===== config.mk =====
export PLATFORM = sky130hd
export DESIGN_NAME = spi_cmd_tx
export DESIGN_NICKNAME = d
export VERILOG_FILES = /design/src/rtl/spi_cmd_tx.sv
export SDC_FILE = /design/constraint.sdc
export NUM_CORES = 1
export LEC_CHECK = 0
export BUFFER_PORTS_ARGS = -buffer_cell sky130_fd_sc_hd__clkbuf_2
export CAP_MARGIN = 40
export CELL_PAD_IN_SITES_DETAIL_PLACEMENT = 0
export CELL_PAD_IN_SITES_GLOBAL_PLACEMENT = 1
export CORE_MARGIN = 8
export CORE_UTILIZATION = 40
export DETAILED_ROUTE_END_ITERATION = 8
export GPL_TIMING_DRIVEN = 0
export PLACE_DENSITY_LB_ADDON = 0.3
export SYNTH_ARGS = -nofsm -noshare
export SYNTH_HDL_FRONTEND = slang
export SYNTH_SLANG_ARGS = --single-unit

===== constraint.sdc =====
create_clock -name PixClk5 -period 1.9 [get_ports PixClk5]
set_input_delay 0.285 -clock PixClk5 [delete_from_list [all_inputs] [get_ports PixClk5]]
set_output_delay 0.285 -clock PixClk5 [all_outputs]
set_load 0.005 [all_outputs]

===== src/rtl/spi_cmd_tx.sv =====
// SPI command transmitter: serialises display commands as CS-framed byte sequences, MSB first.
// Optional macro SPI_CMD_TX_BURST_EN lets a WriteChar accepted during TAIL extend the current frame.
module spi_cmd_tx #(
  parameter int unsigned CLK_DIV = 4,
  parameter int unsigned CS_GAP  = 4,
  parameter int unsigned TAIL    = 4
) (
  input  logic        PixClk5,
  input  logic        nReset,
  input  logic        CmdValid,
  output logic        CmdReady,
  input  logic [2:0]  CmdOp,
  input  logic [11:0] CmdAddr,
  input  logic [1:0]  CmdBlink,
  input  logic [7:0]  CmdColor,
  input  logic [7:0]  CmdChar,
  input  logic [11:0] CmdSize,
  output logic        SPI_CLK,
  output logic        SPI_MOSI,
  output logic        SPI_CS,
  output logic        Busy
);

  localparam logic [11:0] DivM1  = 12'(CLK_DIV - 1);
  localparam logic [11:0] TailM1 = 12'(TAIL - 1);
  localparam bit          GapEn  = (CS_GAP >= 2);
  // The IDLE cycle that accepts the next command completes the CS-low gap.
  localparam logic [11:0] GapM2  = GapEn ? 12'(CS_GAP - 2) : 12'd0;

  typedef enum logic [2:0] {
    StIdle,
    StCsSetup,
    StBitHigh,
    StBitLow,
    StTail,
    StCsGap
  } state_e;

  state_e      state_q, state_d;
  logic [11:0] cnt_q, cnt_d;
  logic [2:0]  bit_q, bit_d;
  logic [2:0]  bytes_q, bytes_d;
  logic [47:0] sr_q, sr_d;
  logic        ext_q, ext_d;
  logic [11:0] size_q, size_d;
  logic        rdy_q, rdy_d;

  logic [47:0] load_sr;
  logic [2:0]  load_n;
  logic        op_ok;
  logic        accept;

`ifdef SPI_CMD_TX_BURST_EN
  logic wc_q, wc_d;
  logic tail_wc_q, tail_wc_d;
  assign CmdReady = rdy_q | (tail_wc_q & (CmdOp == 3'd2));
`else
  assign CmdReady = rdy_q;
`endif

  assign accept = CmdValid & CmdReady;

  // Frame image, left-aligned so the first byte leaves from bit 47.
  always_comb begin
    load_sr = '0;
    load_n  = '0;
    op_ok   = 1'b1;
    case (CmdOp)
      3'd0: begin
        load_sr = {8'h82, 4'h0, CmdAddr[11:8], CmdAddr[7:0], 24'h0};
        load_n  = 3'd3;
      end
      3'd1: begin
        load_sr = {8'h83, 6'h0, CmdBlink, CmdColor, 24'h0};
        load_n  = 3'd3;
      end
      3'd2: begin
        load_sr = {8'h81, CmdChar, 32'h0};
        load_n  = 3'd2;
      end
      3'd3: begin
        load_sr = {8'h84, 4'h0, CmdSize[11:8], CmdSize[7:0], CmdChar, 16'h0};
        load_n  = 3'd4;
      end
      3'd4: begin
        load_sr = {8'h80, 4'h0, CmdAddr[11:8], CmdAddr[7:0], 6'h0, CmdBlink, CmdColor, CmdChar};
        load_n  = 3'd6;
      end
      default: op_ok = 1'b0;
    endcase
  end

  always_comb begin
    state_d = state_q;
    cnt_d   = cnt_q;
    bit_d   = bit_q;
    bytes_d = bytes_q;
    sr_d    = sr_q;
    ext_d   = ext_q;
    size_d  = size_q;
`ifdef SPI_CMD_TX_BURST_EN
    wc_d    = wc_q;
`endif
    case (state_q)
      StIdle: begin
        if (accept && op_ok) begin
          state_d = StCsSetup;
          cnt_d   = DivM1;
          sr_d    = load_sr;
          bytes_d = load_n;
          bit_d   = 3'd7;
          ext_d   = (CmdOp == 3'd3) && (CmdSize != 12'd0);
          size_d  = CmdSize;
`ifdef SPI_CMD_TX_BURST_EN
          wc_d    = (CmdOp == 3'd2);
`endif
        end
      end
      StCsSetup: begin
        if (cnt_q == 12'd0) begin
          state_d = StBitHigh;
          cnt_d   = DivM1;
        end else begin
          cnt_d = cnt_q - 12'd1;
        end
      end
      StBitHigh: begin
        if (cnt_q == 12'd0) begin
          state_d = StBitLow;
          cnt_d   = DivM1;
          sr_d    = {sr_q[46:0], 1'b0};
        end else begin
          cnt_d = cnt_q - 12'd1;
        end
      end
      StBitLow: begin
        if (cnt_q == 12'd0) begin
          cnt_d   = DivM1;
          state_d = StBitHigh;
          if (bit_q != 3'd0) begin
            bit_d = bit_q - 3'd1;
          end else begin
            bit_d = 3'd7;
            if (bytes_q == 3'd1) begin
              state_d = StTail;
              cnt_d   = TailM1;
              bytes_d = 3'd0;
            end else begin
              bytes_d = bytes_q - 3'd1;
            end
          end
        end else begin
          cnt_d = cnt_q - 12'd1;
        end
      end
      StTail: begin
        if (cnt_q != 12'd0) begin
          cnt_d = cnt_q - 12'd1;
        end else if (ext_q) begin
          // Repeat extension runs as a second pass so the counter never exceeds 12 bits.
          ext_d = 1'b0;
          cnt_d = size_q - 12'd1;
        end else if (GapEn) begin
          state_d = StCsGap;
          cnt_d   = GapM2;
        end else begin
          state_d = StIdle;
        end
`ifdef SPI_CMD_TX_BURST_EN
        if (accept) begin
          state_d = StCsSetup;
          cnt_d   = DivM1;
          sr_d    = {CmdChar, 40'h0};
          bytes_d = 3'd1;
          bit_d   = 3'd7;
          ext_d   = 1'b0;
        end
`endif
      end
      StCsGap: begin
        if (cnt_q == 12'd0) begin
          state_d = StIdle;
        end else begin
          cnt_d = cnt_q - 12'd1;
        end
      end
      default: state_d = StIdle;
    endcase

    rdy_d = (state_d == StIdle);
`ifdef SPI_CMD_TX_BURST_EN
    tail_wc_d = (state_d == StTail) && wc_d;
`endif
  end

  always_ff @(posedge PixClk5) begin
    if (!nReset) begin
      state_q   <= StIdle;
      cnt_q     <= '0;
      bit_q     <= '0;
      bytes_q   <= '0;
      sr_q      <= '0;
      ext_q     <= 1'b0;
      size_q    <= '0;
      rdy_q     <= 1'b0;
`ifdef SPI_CMD_TX_BURST_EN
      wc_q      <= 1'b0;
      tail_wc_q <= 1'b0;
`endif
    end else begin
      state_q   <= state_d;
      cnt_q     <= cnt_d;
      bit_q     <= bit_d;
      bytes_q   <= bytes_d;
      sr_q      <= sr_d;
      ext_q     <= ext_d;
      size_q    <= size_d;
      rdy_q     <= rdy_d;
`ifdef SPI_CMD_TX_BURST_EN
      wc_q      <= wc_d;
      tail_wc_q <= tail_wc_d;
`endif
    end
  end

  assign SPI_CS   = (state_q == StCsSetup) || (state_q == StBitHigh) ||
                    (state_q == StBitLow)  || (state_q == StTail);
  assign SPI_CLK  = (state_q == StBitHigh);
  assign SPI_MOSI = SPI_CS & sr_q[47];
  assign Busy     = (state_q != StIdle);

endmodule


==> results_dict.tcl, run 1 <==
set metrics [dict create \
    finalHoldViolCount 0 \
    wl_per_cell_um 19.32 \
    pwr-share-clk 0.166 \
    synth-edff-count 0 \
    violations "setup timing" \
    period_needed_ns 2.066 \
    yosys_warnings 0 \
    cp_max_fo 5 \
    period_share 1.087 \
    rsz0062_at_grt "true" \
    overflow 0 \
    finalWirelength_mm 15.68 \
    internal_power_mw 6.717 \
    p_comb_frac 0.604 \
    vias 4840 \
    layout_common_cells "dfxtp_1, a21oi_1, clkbuf_2, a22oi_1, buf_4" \
    p_per_area_nw_per_um2 1879 \
    cp-start-kind "register" \
    start_util 0.4032 \
    vdd_drop_max_mv 0.9261 \
    critical_path.cell_chain "inv_4 > ha_4 > nor4b_4 > and4_1 > buf_6 > nand4_1 > or3b_1 > a21oi_1" \
    cts_inserted_buffers 9 \
    fmax_mhz 484.1 \
    place_area_um2 5211 \
    synth_top_family_by_area "compound AO/OA/AOI/OAI gates" \
    grt_usage 0.1964 \
    async_reset_ff_frac 0 \
    setup_ws_ns -0.1655 \
    synth-xor-area-share 0.02198 \
    clk_latency_ns 0.35 \
    critical_path_buf_inv_count 2 \
    htreeDepth 3 \
    ios 53 \
    syn_area_um2 4782 \
    p_switching_mw 4.771 \
    grt_pass1_vias 4798 \
    dr.pass1.iters 4 \
    area_growth_syn_to_layout_pct 27.86 \
    power_leakage_nw 2.178 \
    yosysSeqAreaShare 0.3475 \
    core-area_um2 11860 \
    synth_nets 625 \
    port_buffers 49 \
    slowest_delay_ns 0.42 \
    antennaDiodeCount 0 \
    relSlewSlack 0.5010 \
    mostFrequentLayoutCell "dfxtp_1" \
    dieArea_um2 15710 \
    fin_skew_ns 0.005325 \
    grt_max_degree 14 \
    antenna_found_initial 0 \
    cts.path.max_buffers 2 \
    worstSetupPathType "register to register" \
    cp_data_arrival_time_ns 2.34 \
    multi_input_area_um2 3074 \
    cts-root-buf "clkbuf_16" \
    syn_inst 570 \
    yosys.area_share.simple 0.1926 \
    design_area_um2 6115 \
    seqPwrFrac 0.230 \
    netSwitchingFraction 0.4153 \
    cts_tree "yes" \
    cts.sinks 83 \
    worst_pin_slew_ns 0.7484 \
    finalSetupViolations 65 \
    antenna_left 0 \
    report.final.slew_viol_count 0 \
    yosys_register_bits 83 \
    globalplace.congestion 0.8682 \
    end_kind "register" \
    grt_pass1_wl_mm 25.13 \
    synthMuxAreaShare 0.04422 \
    hold_path_class "input pin to register" \
    die_x_um 125.3 \
    synth_area_per_cell_um2 8.390 \
    postCtsHoldBufs 0 \
    ys.flop_type "dfxtp_1" \
    drt_iter0_drc 306 \
    crit_slowest_cell "or3b_1" \
    regArea_um2 1667 \
    synth_adder_area_share 0.01832 \
    fin_nets 715 \
    drive_above_1_share 0.2947 \
    crit_family "simple AND/OR/NAND/NOR gates" \
    vias_per_cell 5.961 \
    synth_compound_area_frac 0.3171 \
    cap_violations 0 \
    ys_types 62 \
    fillers 1148 \
    cp.required_ns 2.18 \
    dp_hpwl_mm 11.20 \
    status "finished, violations left" \
    dpl_worst_slack_ns -0.4440 \
    rows 40 \
    clk_pin_slew_ns 0.06 \
    die_h_um 125.3 \
    drc 0 \
]
## area by class of cell
class	instances	area share
multi-input combinational	426	0.5028
sequential	83	0.2726
timing repair buffer	81	0.08390
buffer	50	0.05177
clock buffer	13	0.04584
tap	147	0.03008
clock inverter	3	0.007162
inverter	9	0.005934
## worst register-to-register path, cell delays in order, from the launching register on
cell and delay, ns:
dfxtp_4 0.36, inv_4 0.06, ha_4 0.12, nor4b_4 0.32, and4_1 0.29, buf_6 0.14
nand4_1 0.15, or3b_1 0.42, a21oi_1 0.13
## synth_stat cells, types with 2 or more instances
| cell type | n | area, um^2 |
|---|---|---|
| nor4_1 | 6 | 37.54 |
| mux2i_1 | 14 | 140.1 |
| a31oi_1 | 3 | 18.77 |
| o211ai_1 | 3 | 22.52 |
| and3b_1 | 2 | 17.52 |
| ha_1 | 7 | 87.58 |
| xor2_1 | 6 | 52.55 |
| nand3b_1 | 3 | 22.52 |
| a211oi_1 | 19 | 142.6 |
| buf_4 | 6 | 45.04 |
| nand3_1 | 15 | 75.07 |
| o31ai_1 | 2 | 15.01 |
| and4_1 | 2 | 17.52 |
| clkbuf_1 | 30 | 112.6 |
| o21ai_1 | 2 | 10.01 |
| nand2_1 | 31 | 116.4 |
| or2_2 | 2 | 12.51 |
| nor3b_1 | 9 | 67.56 |
| or3_1 | 5 | 31.28 |
| dfxtp_1 | 83 | 1662 |
| nor2_1 | 31 | 116.4 |
| a311oi_1 | 4 | 35.03 |
| xnor2_1 | 6 | 52.55 |
| buf_2 | 10 | 50.05 |
| nor3_1 | 16 | 80.08 |
| buf_1 | 4 | 15.01 |
| o21a_1 | 2 | 15.01 |
| or4_1 | 3 | 22.52 |
| mux2_2 | 5 | 56.30 |
| buf_6 | 2 | 22.52 |
| nor2b_1 | 17 | 106.4 |
| o31a_1 | 5 | 43.79 |
| o21ai_0 | 26 | 130.1 |
| inv_1 | 9 | 33.78 |
| a32oi_1 | 3 | 26.28 |
| and2_1 | 5 | 31.28 |
| nand2b_1 | 3 | 18.77 |
| a211oi_2 | 20 | 250.2 |
| nand4_1 | 7 | 43.79 |
| a22oi_1 | 41 | 307.8 |
| a21oi_1 | 79 | 395.4 |
| nor2_2 | 2 | 12.51 |
## what timing repair did
item                                    in CTS  in global routing
buffers inserted                            23                  9
gates resized for setup                     60                 44
pin swaps                                   18                 15
endpoints found under the setup margin      83                 82
## registers in the layout, summed over array words and instances (netlist names)
| register | cells |
|---|---|
| bit_q | 3 |
| cnt_q | 12 |
| bytes_q | 3 |
| size_q | 12 |
| CmdReady | 1 |
| sr_q | 48 |
| state_q | 3 |
| ext_q | 1 |
## power by group through the flow
stage          clock, mW  sequential [mW]  combinational (mW)
3_3_place_gp           0             2.61                4.56
3_5_place_dp           0             2.63                4.66
6_report            1.91             2.64                6.94
5_1_grt             2.00             2.70                7.42
4_1_cts             1.94             2.62                6.16
2_1_floorplan          0             2.53                3.56
## per-layer routing
metal  wire (um)  track usage  vias up  share of wire
met5           0            0        -              0
met4         467      0.09384        0          0.030
met3         798      0.03697       33          0.051
met2        6922       0.2966      157           0.44
met1        7495       0.2638     2324           0.48
li1            -            -     2326              -
## cell families after synthesis
logic type / after synthesis
AO/OA/AOI/OAI: 220
AND/OR/NAND/NOR: 167
flip-flops: 83
buffers and inverters: 61
multiplexers: 20
XOR/XNOR: 12
adder cells (fa/ha/maj): 7
## stage by stage
step | cells | setup TNS, ns | total power [mW] | utilization | hold slack [ns]
3_5_place_dp | 766 | -23.67 | 7.284 | 0.4393 | 0.4601
5_1_grt | 812 | -11.35 | 12.12 | 0.5155 | 0.2537
6_report | 812 | -5.508 | 11.49 | 0.5155 | 0.2152
2_1_floorplan | 570 | 0 | 6.091 | - | 0.4322
4_1_cts | 803 | -4.509 | 10.72 | 0.4976 | 0.2111
3_3_place_gp | 766 | -20.82 | 7.173 | 0.4393 | 0.4561
## final timing paths
| check | startpoint | to | slack, ns | cells past startpoint |
|---|---|---|---|---|
| worst min register to register | sr_q[0] | sr_q[0] | 0.47 | 2 |
| worst max-delay path | cnt_q[0] | state_q[2] | -0.17 | 8 |
| worst min-delay path | CmdSize[2] | size_q[2] | 0.22 | 3 |
| worst max register to register | cnt_q[0] | state_q[2] | -0.17 | 8 |
(Power assumes the default switching activity.)
==> run 2, diff against run 1 <==
Settings changed: ABC_AREA from default to 1, CORE_UTILIZATION 40 to 38.
==> run 2 against run 1 <==
  * The flow now finishes without violations
  * Global-route usage is 0.53 points lower
  * Register-to-register slack better by 0.28 ns
  * Largest cell class unchanged
  * Via count is 1.1% higher
  * Clock power is 3% lower
==> results_dict.tcl, run 2 <==
set metrics [dict create \
    status "completed" \
    clk_latency_ns 0.35 \
    cp-start-kind "register" \
    yosys.cell_count.top_type "nand2_1" \
    die_x_um 126.7 \
    mostFrequentLayoutCell "nand2_1" \
    cts-root-buf "clkbuf_16" \
    cp_data_arrival_time_ns 2.02 \
    cap_violations 0 \
    cts.path.max_buffers 2 \
    grt_pass1_wl_mm 24.34 \
    synth-edff-count 0 \
    drt_iter0_drc 371 \
    ys_top_cells_by_count "nand2_1, dfxtp_1, a21oi_1, o21ai_0, nor2_1" \
    dpl_worst_slack_ns -0.09975 \
    place_area_um2 5099 \
    yosys_warnings 0 \
    relSlewSlack 0.5649 \
    synth_top_cell_by_area "dfxtp_1" \
    utilization 0.4588 \
    fin_skew_ns 0.005520 \
    yosys_register_bits 83 \
    pwr-share-clk 0.295 \
    synth_top_cell_area_share 0.3570 \
    cp.required_ns 2.14 \
    end_kind "register" \
    start_util 0.3891 \
    syn_area_um2 4654 \
    core-area_um2 11960 \
    grt_max_degree 14 \
    design_area_um2 5488 \
    p_per_area_nw_per_um2 1153 \
    largest_reg_flops 48 \
    rsz0062_at_grt "true" \
    synth_area_leaders "dfxtp_1, nand2_1, a21oi_1" \
    dr.pass1.iters 5 \
    cts_inserted_buffers 9 \
    syn_inst 698 \
    cp_max_fo 10 \
    yosysSeqAreaShare 0.3570 \
    async_reset_ff_frac 0 \
    finalHoldViolCount 0 \
    port_buffers 52 \
    grt_usage 0.1912 \
    dp_hpwl_mm 11.32 \
    antenna_found_initial 0 \
    synth_nets 753 \
    drive_above_1_share 0.1521 \
    seqPwrFrac 0.350 \
    grt_pass1_vias 4818 \
    ys.flop_type "dfxtp_1" \
    power_leakage_nw 2.495 \
    largestRegisters "sr_q (48), cnt_q (12), size_q (12)" \
    vias 4895 \
    synth_area_per_cell_um2 6.668 \
    finalSetupTns_ns 0 \
    period_needed_ns 1.787 \
    rows 40 \
    die_h_um 126.7 \
    vias_per_cell 5.344 \
    worstSetupPathType "register to register" \
    ys_types 39 \
    clk_pin_slew_ns 0.06 \
    hold_path_class "input pin to register" \
    antenna_left 0 \
    htreeDepth 3 \
    layout_common_cells "nand2_1, dfxtp_1, o21ai_0, a21oi_1, nor2_1" \
    ios 53 \
    p_switching_mw 2.361 \
    vdd_drop_max_mv 0.7292 \
    dieArea_um2 16050 \
    period_share 0.9403 \
    p_comb_frac 0.355 \
    wl_per_cell_um 16.45 \
    antennaDiodeCount 0 \
    finalSetupViolations 0 \
    largest_register "sr_q" \
    finalWirelength_mm 15.07 \
    area_growth_syn_to_layout_pct 17.90 \
    total_power_mw 6.329 \
    overflow 0 \
    setup_ws_ns 0.1134 \
    internal_power_mw 3.968 \
    cts.sinks 83 \
    cts_tree "yes" \
    worst_pin_slew_ns 0.6527 \
    drc 0 \
    fillers 1322 \
    fin_nets 819 \
    globalplace.congestion 0.8881 \
    postCtsHoldBufs 0 \
    report.final.slew_viol_count 0 \
    netSwitchingFraction 0.3730 \
    fmax_mhz 559.7 \
]
## run 2: changes by cell type in the layout (fill, tap and decap cells not counted), sizes merged, moves of 11 or more
cell    delta
nand2    +127
a22oi     -34
inv       +58
nor2b     -17
buf       -41
a211oi    -39
nand3     +36
o21ai     +63
nor2      +41
mux2i     -11
## run 2: what timing repair did
action / in CTS / in global routing
pin swaps: 0 / 2
setup endpoints to repair: 2 / 63
gates cloned: 0 / 1
gates resized for setup: 2 / 18
buffers inserted: 0 / 2
## run 2: path summary, 6_finish.rpt
| check | slack, ns | cells after the start | from | end |
|---|---|---|---|---|
| setup / recovery | 0.11 | 11 | cnt_q[0] | sr_q[27] |
| hold / removal | 0.23 | 3 | CmdChar[0] | sr_q[0] |
| setup reg to reg | 0.11 | 11 | cnt_q[0] | sr_q[27] |
| hold reg to reg | 0.46 | 2 | sr_q[47] | sr_q[47] |
## run 2: per-stage QoR
| stage | std cells | hold slack (ns) |
|---|---|---|
| after global routing | 916 | 0.2384 |
| after global placement | 897 | 0.4399 |
| after detailed placement | 897 | 0.4455 |
| after CTS | 913 | 0.2182 |
| final | 916 | 0.2327 |
| after floorplan | 698 | 0.4216 |
## run 2: logic make-up (layout without fill, tap and decap cells)
group	count (synthesis)	in the layout	synth area share
fa+ha+maj	7	7	0.01882
buf+inv	98	169	0.09435
simple gates	302	302	0.2766
mux	3	3	0.006452
xor+xnor	10	10	0.01882
flops	83	83	0.3570
compound gates	195	195	0.2280
## run 2: per-layer routing
layer / part of all wire / global-route usage
met5: 0 / 0
met2: 0.49 / 0.3374
met3: 0.055 / 0.04692
met1: 0.44 / 0.2257
met4: 0.013 / 0.05178
## run 2: cell type report
cell class / instances / area, um^2 / area share
Clock buffer: 11 / 232.7 / 0.04241
Timing Repair Buffer: 55 / 280.3 / 0.05107
Inverter: 68 / 262.8 / 0.04788
Buffer: 30 / 186.4 / 0.03397
Multi-Input combinational cell: 517 / 2601 / 0.4740
Clock inverter: 5 / 77.57 / 0.01414
Sequential cell: 83 / 1663 / 0.3030
Tap cell: 147 / 183.9 / 0.03352
## run 2: power by group through the flow
stage	Sequential [mW]	Clock (mW)	Combinational, mW
after floorplan	2.20	0	1.55
after global placement	2.23	0	2.09
after detailed placement	2.24	0	2.10
after CTS	2.21	1.91	2.12
after global routing	2.25	1.99	2.53
final	2.22	1.86	2.25
## run 2: worst max-delay path, stage by stage, from the launching register on
cell and delay, ns:
dfxtp_2 0.36, inv_4 0.08, ha_4 0.15, nand3_4 0.10
nor3_4 0.23, nand2_1 0.09, nand2_2 0.12, buf_6 0.16
inv_4 0.06, buf_6 0.14, a21oi_1 0.12, a21oi_1 0.07
==> run 3, diff against run 2 <==
Settings changed: CORE_MARGIN 8 to 2, GPL_TIMING_DRIVEN 0 to default.
==> run 3 against run 2 <==
  * Sequential power about the same
  * Flip-flop and latch count stayed put
  * Wire length fell by 5.4%
  * Count of clock-buffer cells in the layout up 1
  * Power fell by 2.5%
  * Sequential share of layout area is 0.31 points lower
  * Clock power down 13%
  * Global-route usage grew 2.2 points
  * Combinational power rose by 4%
==> results_dict.tcl, run 3 (synthesis gave the netlist of run 2 again) <==
set metrics [dict create \
    cp_max_fo 7 \
    status "completed" \
    cpMostUsedCell "nor2_1" \
    report.final.slew_viol_count 0 \
    start_util 0.3891 \
    worstSetupPathType "register to output pin" \
    p_comb_frac 0.378 \
    drive_above_1_share 0.1594 \
    mostFrequentLayoutCell "nand2_1" \
    worstHoldStart "CmdChar[0]" \
    dr.pass1.iters 7 \
    relSlewSlack 0.6497 \
    startpoint "state_q[1]" \
    dpl_worst_slack_ns 0.1282 \
    postCtsHoldBufs 0 \
    period_needed_ns 1.830 \
    cp_data_arrival_time_ns 1.55 \
    largest_register "sr_q" \
    worst_pin_slew_ns 0.5249 \
    crit_slowest_cell "dfxtp_1" \
    die_h_um 114.7 \
    netSwitchingFraction 0.3838 \
    finalSetupViolations 0 \
    overflow 0 \
    vias_per_cell 5.436 \
    antennaDiodeCount 0 \
    slowest_delay_ns 0.36 \
    cp.required_ns 1.62 \
    fmax_mhz 546.4 \
    hold_path_class "input pin to register" \
    largest_reg_flops 48 \
    largestRegisters "sr_q (48), cnt_q (12), size_q (12)" \
    finalWirelength_mm 14.25 \
    antenna_found_initial 0 \
    p_per_area_nw_per_um2 1113 \
    die_x_um 114.7 \
    cts_inserted_buffers 9 \
    stdcell_count 906 \
    pwr-share-clk 0.263 \
    setup_ws_ns 0.06991 \
    layout_common_cells "nand2_1, dfxtp_1, a21oi_1, o21ai_0, nor2_1" \
    cap_violations 0 \
    internal_power_mw 3.803 \
    regArea_um2 1663 \
    drt_iter0_drc 378 \
    drc 0 \
    grt_usage 0.2136 \
    fillers 1277 \
    vdd_drop_max_mv 0.5486 \
    cts.sinks 83 \
    grt_pass1_wl_mm 22.32 \
    regToRegStartpoint "cnt_q[0]" \
    fin_nets 809 \
    cts-root-buf "clkbuf_16" \
    vias 4925 \
    cp-start-kind "register" \
    critical_path.cell_chain "nor2_1 > nand2_1 > nand2_2 > inv_1 > nor2_1 > clkbuf_2" \
    grt_max_degree 48 \
    end_kind "output pin" \
    globalplace.congestion 0.9022 \
    seqPwrFrac 0.359 \
    dp_cells 883 \
    clk_latency_ns 0.34 \
    cts.path.max_buffers 2 \
    fin_skew_ns 0.005093 \
    finalHoldViolCount 0 \
    ios 53 \
    clk_pin_slew_ns 0.06 \
    area_growth_syn_to_layout_pct 19.14 \
    dp_hpwl_mm 9.817 \
    antenna_left 0 \
    htreeDepth 3 \
    dieArea_um2 13150 \
    power_leakage_nw 2.523 \
    period_share 0.9632 \
    multi_input_area_um2 2585 \
    core-area_um2 11960 \
    port_buffers 52 \
    cts_tree "yes" \
    p_switching_mw 2.368 \
    rows 40 \
    grt_pass1_vias 4604 \
    wl_per_cell_um 15.72 \
]
[run 3: cell count changes in the layout (fill, tap and decap cells not counted), sizes merged]
cell / delta
bufinv: -2
inv: -1
clkinv: +2
clkbuf: -11
buf: +2
[run 3: cell type report]
type	instances	area share
clock buffers	12	0.04445
clock inverters	4	0.004738
inverters	68	0.04874
multi-input cells	517	0.4662
flip-flops and latches	83	0.2999
well taps	147	0.03317
repair buffers	75	0.1029
[run 3: critical path: cells and delay by family, from the launching register on]
kind | cells | cell delay (ns)
buffers and inverters | 2 | 0.19
DFF | 1 | 0.36
and+or+nand+nor | 4 | 0.65
[run 3: metal layers]
metal	GRT usage	wire length [um]	up-vias	part of all wire
met2	0.3602	6912	133	0.49
met1	0.2705	6494	2334	0.46
met5	0	0	-	0
met3	0.05135	601	17	0.042
met4	0.06260	238	0	0.017
li1	-	-	2441	-
[run 3: what timing repair did]
item / in CTS / in global routing
resized for setup: 0 / 15
buffers inserted: 0 / 2
endpoints found under the setup margin: 0 / 48
[run 3: power groups by stage]
| stage | logic (mW) | clock network [mW] | registers [mW] |
|---|---|---|---|
| finish | 2.33 | 1.62 | 2.22 |
| global route | 2.59 | 1.77 | 2.25 |
| CTS | 2.08 | 1.68 | 2.21 |
| detailed placement | 2.07 | 0 | 2.24 |
| global placement | 2.04 | 0 | 2.24 |
| floorplan | 1.55 | 0 | 2.20 |
[run 3: metrics by stage]
| stage | instance area (um^2) | setup TNS (ns) | hold slack, ns | power, mW | utilization |
|---|---|---|---|---|---|
| detailed placement | 5077 | 0 | 0.4412 | 4.313 | 0.4245 |
| floorplan | 4654 | 0 | 0.4216 | 3.750 | - |
| global route | 5545 | -0.1194 | 0.2525 | 6.600 | 0.4636 |
| finish | 5545 | 0 | 0.2375 | 6.171 | 0.4636 |
| global placement | 5077 | 0 | 0.4373 | 4.275 | 0.4245 |
| CTS | 5350 | 0 | 0.2104 | 5.972 | 0.4473 |
[run 3: worst paths after layout]
check / endpoint / slack (ns) / cells past startpoint
setup / recovery: SPI_MOSI / 0.07 / 6
hold / removal: sr_q[0] / 0.24 / 3
setup reg to reg: sr_q[12] / 0.08 / 10
hold reg to reg: sr_q[22] / 0.45 / 2
